===== src/rtl/user_gpio_wb_pkg.sv =====
// user_gpio_wb_pkg: register offsets, ack FSM states and byte-lane helper for the user GPIO block
package user_gpio_wb_pkg;
  typedef enum logic {IDLE, ACK} state_t;
  localparam logic [2:0] R_DATA = 3'd0;
  localparam logic [2:0] R_OE = 3'd1;
  localparam logic [2:0] R_IN = 3'd2;
  localparam logic [2:0] R_SET = 3'd3;
  localparam logic [2:0] R_CLR = 3'd4;
  localparam logic [2:0] R_TOG = 3'd5;
  localparam logic [2:0] R_EDGE = 3'd6;
  localparam logic [2:0] R_IRQEN = 3'd7;
  function automatic logic [31:0] lane_mask(input logic [3:0] sel);
    return {{8{sel[3]}}, {8{sel[2]}}, {8{sel[1]}}, {8{sel[0]}}};
  endfunction
endpackage


===== src/rtl/user_gpio_wb_sync.sv =====
// user_gpio_wb_sync: 2-flop pad synchroniser with rising-edge detect on the synchronised value
module user_gpio_wb_sync #(
  parameter int W = 24
) (
  input  logic         clock,
  input  logic         resetb,
  input  logic [W-1:0] io_in,
  output logic [W-1:0] s2,
  output logic [W-1:0] rise
);
  logic [W-1:0] s1, prev;
  always_ff @(posedge clock or negedge resetb)
    if (!resetb) begin
      s1 <= '0;
      s2 <= '0;
      prev <= '0;
    end else begin
      s1 <= io_in;
      s2 <= s1;
      prev <= s2;
    end
  assign rise = s2 & ~prev;
endmodule


===== src/rtl/user_gpio_wb.sv =====
// user_gpio_wb: Wishbone GPIO slave with set/clear/toggle, synchronised inputs, sticky edges and irq
module user_gpio_wb
  import user_gpio_wb_pkg::*;
#(
  parameter logic [31:0] BASE_ADDR = 32'h3000_0000,
  parameter int          NGPIO     = 24
) (
  input  logic             clock,
  input  logic             resetb,
  input  logic             wbs_cyc_i,
  input  logic             wbs_stb_i,
  input  logic             wbs_we_i,
  input  logic [3:0]       wbs_sel_i,
  input  logic [31:0]      wbs_adr_i,
  input  logic [31:0]      wbs_dat_i,
  output logic             wbs_ack_o,
  output logic [31:0]      wbs_dat_o,
  input  logic [NGPIO-1:0] io_in,
  output logic [NGPIO-1:0] io_out,
  output logic [NGPIO-1:0] io_oeb,
  output logic             irq_o
);
  state_t state, state_nx;
  logic req, wr, in_regs, irq_q, unused_adr;
  logic [2:0] idx;
  logic [NGPIO-1:0] out_q, oe_q, edge_q, irq_en_q, din, rise, m, d, clr, out_nx, rd;
  logic [31:0] dat_q;
  assign unused_adr = ^wbs_adr_i[1:0];
  assign idx = wbs_adr_i[4:2];
  assign in_regs = wbs_adr_i[7:5] == 3'd0;
  assign req = wbs_cyc_i & wbs_stb_i & (wbs_adr_i[31:8] == BASE_ADDR[31:8]) & (state == IDLE);
  assign wr = req & wbs_we_i & in_regs;
  assign m = NGPIO'(lane_mask(wbs_sel_i));
  assign d = NGPIO'(wbs_dat_i) & m;
  assign clr = (wr && idx == R_EDGE) ? d : '0;
  user_gpio_wb_sync #(.W(NGPIO)) u_sync (
    .clock (clock),
    .resetb(resetb),
    .io_in (io_in),
    .s2    (din),
    .rise  (rise)
  );
  always_ff @(posedge clock or negedge resetb)
    if (!resetb) state <= IDLE;
    else state <= state_nx;
  always_comb state_nx = req ? ACK : IDLE;
  always_comb wbs_ack_o = state == ACK;
  always_comb begin
    out_nx = out_q;
    if (wr)
      out_nx = idx == R_DATA ? (out_q & ~m) | d :
               idx == R_SET  ? out_q | d :
               idx == R_CLR  ? out_q & ~d :
               idx == R_TOG  ? out_q ^ d : out_q;
  end
  always_comb
    rd = !in_regs         ? '0 :
         idx == R_DATA    ? out_q :
         idx == R_OE      ? oe_q :
         idx == R_IN      ? din :
         idx == R_EDGE    ? edge_q :
         idx == R_IRQEN   ? irq_en_q : '0;
  // Register updates land on the same edge that raises ack, so pads move in the ack cycle.
  always_ff @(posedge clock or negedge resetb)
    if (!resetb) begin
      out_q <= '0;
      oe_q <= '0;
      edge_q <= '0;
      irq_en_q <= '0;
      irq_q <= 1'b0;
      dat_q <= '0;
    end else begin
      out_q <= out_nx;
      if (wr && idx == R_OE) oe_q <= (oe_q & ~m) | d;
      if (wr && idx == R_IRQEN) irq_en_q <= (irq_en_q & ~m) | d;
      edge_q <= (edge_q & ~clr) | rise;
      irq_q <= |(edge_q & irq_en_q);
      dat_q <= (req && !wbs_we_i) ? 32'(rd) : '0;
    end
  assign wbs_dat_o = dat_q;
  assign io_out = out_q;
  assign io_oeb = ~oe_q;
  assign irq_o = irq_q;
endmodule


===== config.mk =====
export PLATFORM = sky130hd
export DESIGN_NAME = user_gpio_wb
export DESIGN_NICKNAME = d
export VERILOG_FILES = /design/src/rtl/user_gpio_wb_pkg.sv /design/src/rtl/user_gpio_wb_sync.sv /design/src/rtl/user_gpio_wb.sv
export SDC_FILE = /design/constraint.sdc
export NUM_CORES = 1
export LEC_CHECK = 0
export ABC_AREA = 1
export CAP_MARGIN = 20
export CORE_MARGIN = 10
export CORE_UTILIZATION = 48
export CTS_CLUSTER_SIZE = 8
export DETAILED_ROUTE_END_ITERATION = 8
export GPL_TIMING_DRIVEN = 0
export PLACE_DENSITY = 0.89
export SLEW_MARGIN = 0
export SYNTH_ARGS = -nofsm -noshare
export SYNTH_HDL_FRONTEND = slang
export SYNTH_SLANG_ARGS = --single-unit
export TNS_END_PERCENT = 50

===== constraint.sdc =====
create_clock -name clock -period 1.3 [get_ports clock]
set_input_delay 0.26 -clock clock [delete_from_list [all_inputs] [get_ports clock]]
set_output_delay 0.26 -clock clock [all_outputs]
set_load 0.03 [all_outputs]

==> out/results.txt, run 1 <==
Fmax achieved - 0.590 GHz
clock tree sinks - 194
Tot Pwr - 13.0 mW
most common cell after layout, fill and taps aside - nand2_1
clock skew - 0.00879 ns
DP HPWL - 23100 µm
vias per inst - 5.71
Synth area leader - dfrtp_1
Final WS setup - -0.396 ns
CP bufs+invs - 3
total gr overflow - 0
Final Core Density - 66.0%
die area - 27000 µm²
crit path DAT - 2.03 ns
min Tclk post-route - 1.70 ns
clock tree buffer depth - 2
failing checks - hold timing, setup timing
R2R depth - 11
die height - 164 µm
Fill cells - 1572
PortBufs - 155
# nets final - 1612
Worst setup SP type - flip-flop
CP Data Required Time - 1.64 ns
total negative slack - -39.50 ns
TritonCTS clock tree - built
drt drc - 0
max_slew headroom - 52.4%
synthesized area - 10000 µm²
Cell variety after synth - 28
vias in the first global route - 9883
layout cells sized above 1 - 22.0%
share of the synthesized area in the top cell type - 48.5%
cells along the critical path - nor2_2 > nand2_1 > nor2_2 > nand2_2 > nor2_4 > buf_12 > buf_6 > nand4_1 > buf_6 > nand2_1 > nand2_1
CP Class - reg -> reg
Top-Level Pins - 179
Avg WL per Cell - 19.7 µm
total global-route track usage - 24.9%
total wire length - 34600 µm
clk_lat worst skew - 0.45 ns
Setup WS pre-CTS - -1.23 ns
Detail Route Antenna Nets - 0
Finished Layout Cells - 1751
Syn Inst Count - 1254
largest net degree at the start of global routing - 102
Worst-path clk slew - 0.07 ns
Ys Warns - 0
area growth from synthesis to layout - 34.3%
dpl cell area - 12000 µm²
sequential-to-total area share from yosys stat - 48.5%
Area contributors post-synth - dfrtp_1 49%, nand2_1 13%, ha_1 6.0%, nor2_1 5.4%, inv_1 5.2%
FP Rows - 52
first-pass GRT wire length - 52400 µm
Max stage delay cell, worst path - dfrtp_2
Top delay family on crit path - simple AND/OR/NAND/NOR gates
#FFs+latches synth - 194
Max VDD drop - 0.945 mV
Hold Crit Class - in -> async
Slew Limit Fails - 0
Levels on crit path - 11
number of setup violations in the final report - 181
H-tree levels - 4
initial core utilization - 49.1%
DR vias - 10006
Core ar. - 20400 µm²
status - complete, but fails checks
die width - 164 µm
type of destination of the critical path - flip-flop
root buf cell - clkbuf_16
# Max-Cap Violations - 0
Worst Max-Slew Pin Slew - 0.713 ns
Fin. Hold Viols - 93
total CTS buffers - 17
Placed Cells incl. Taps - 1687
Post-Layout Inst Area - 13400 µm²
initial DRC count - 1159
drt first pass iters - 6
crit share post-route - 130%
commonest non-fill, non-tap cells in the layout - 317 x nand2_1, 173 x dfrtp_1, 139 x nor2_1
Pleak - 6.70 nW
RSZ-0062 raised after global routing - true
gpl congestion - 0.960
slowest stage delay, CP - 0.42 ns
CP most frequent cell - nand2_1
Avg Inst Size Synth - 7.98 µm²
multi-input combinational cell area - 4560 µm²
Hold Slack - -0.204 ns
flip-flop and latch area - 4880 µm²
initial antenna violation count - 2
maximum fanout along the worst path - 8
power per standard cell area - 964 nW/µm²
==> per-layer routing <==
layer | global-route usage (%) | part of all wire [%]
met5 | 0 | 0
met4 | 13.7 | 5.5
met3 | 6.61 | 11
met2 | 40.7 | 48
met1 | 29.3 | 36
==> Yosys cell counts (all sizes together) <==
library cell / instances
o21ai: 24
nand3b: 24
ha: 48
inv: 144
nor3: 25
a21oi: 28
nand4: 81
nand3: 104
dfrtp: 194
a22o: 5
clkbuf: 23
conb: 1
or2: 3
nor2: 150
nand2: 346
a221oi: 1
buf: 53
==> repair_timing <==
item	CTS	global route
setup buffers	26	3
gates cloned	1	2
gates resized for setup	524	52
endpoints found under the setup margin	196	196
pin swaps	16	14
hold endpoints to repair	93	93
==> cells by family after synthesis <==
kind of cell	after synthesis	synth area share [%]
AO/OA/AOI/OAI	58	3.13
adder cells (fa/ha/maj)	48	6.01
buffers and inverters	220	9.28
flip-flops	194	48.5
other	1	0.0375
AND/OR/NAND/NOR	733	33.0
==> worst paths after layout <==
path / endpoint / start / slack, ns
setup / recovery: flip-flop / wbs_ack_o / -0.40
hold / removal: u_sync.s2[7] / resetb / -0.20
setup reg to reg: flip-flop / wbs_ack_o / -0.40
hold reg to reg: u_sync.s2[6] / u_sync.s1[6] / 0.34
max in group asynchronous: asynchronous set/reset pin / resetb / 0.53
min in group clock: u_sync.s1[0] / io_in[0] / 0.24
==> report_power, final <==
group	internal, mW	total [mW]	leakage [nW]	switching (mW)
clock	2.92	5.39	0.289	2.46
sequential	6.14	6.20	2.38	0.0528
combinational	0.492	1.37	4.03	0.880
total	9.56	13.0	6.70	3.40
==> layout make-up <==
type,instances,share of cell area (%)
Clock inverter,12,1.10
Sequential cell,194,36.3
Buffer,76,4.13
Antenna cell,2,0.0373
Inverter,144,4.02
Timing Repair Buffer,187,14.6
Multi-Input combinational cell,847,34.0
Tap cell,270,2.51
Clock buffer,19,3.30
No activity file was read; power rests on OpenSTA's default activity.
==> inputs of run 2 (changes only) <==
--- a/config.mk
+++ b/config.mk
@@ -13,7 +13,7 @@
 export DETAILED_ROUTE_END_ITERATION = 8
 export GPL_TIMING_DRIVEN = 0
 export PLACE_DENSITY = 0.89
-export SLEW_MARGIN = 0
+export SLEW_MARGIN = 20
 export SYNTH_ARGS = -nofsm -noshare
 export SYNTH_HDL_FRONTEND = slang
 export SYNTH_SLANG_ARGS = --single-unit
==> results of run 2 <==
The final DEF is identical to that of run 1; final timing and power are the same.
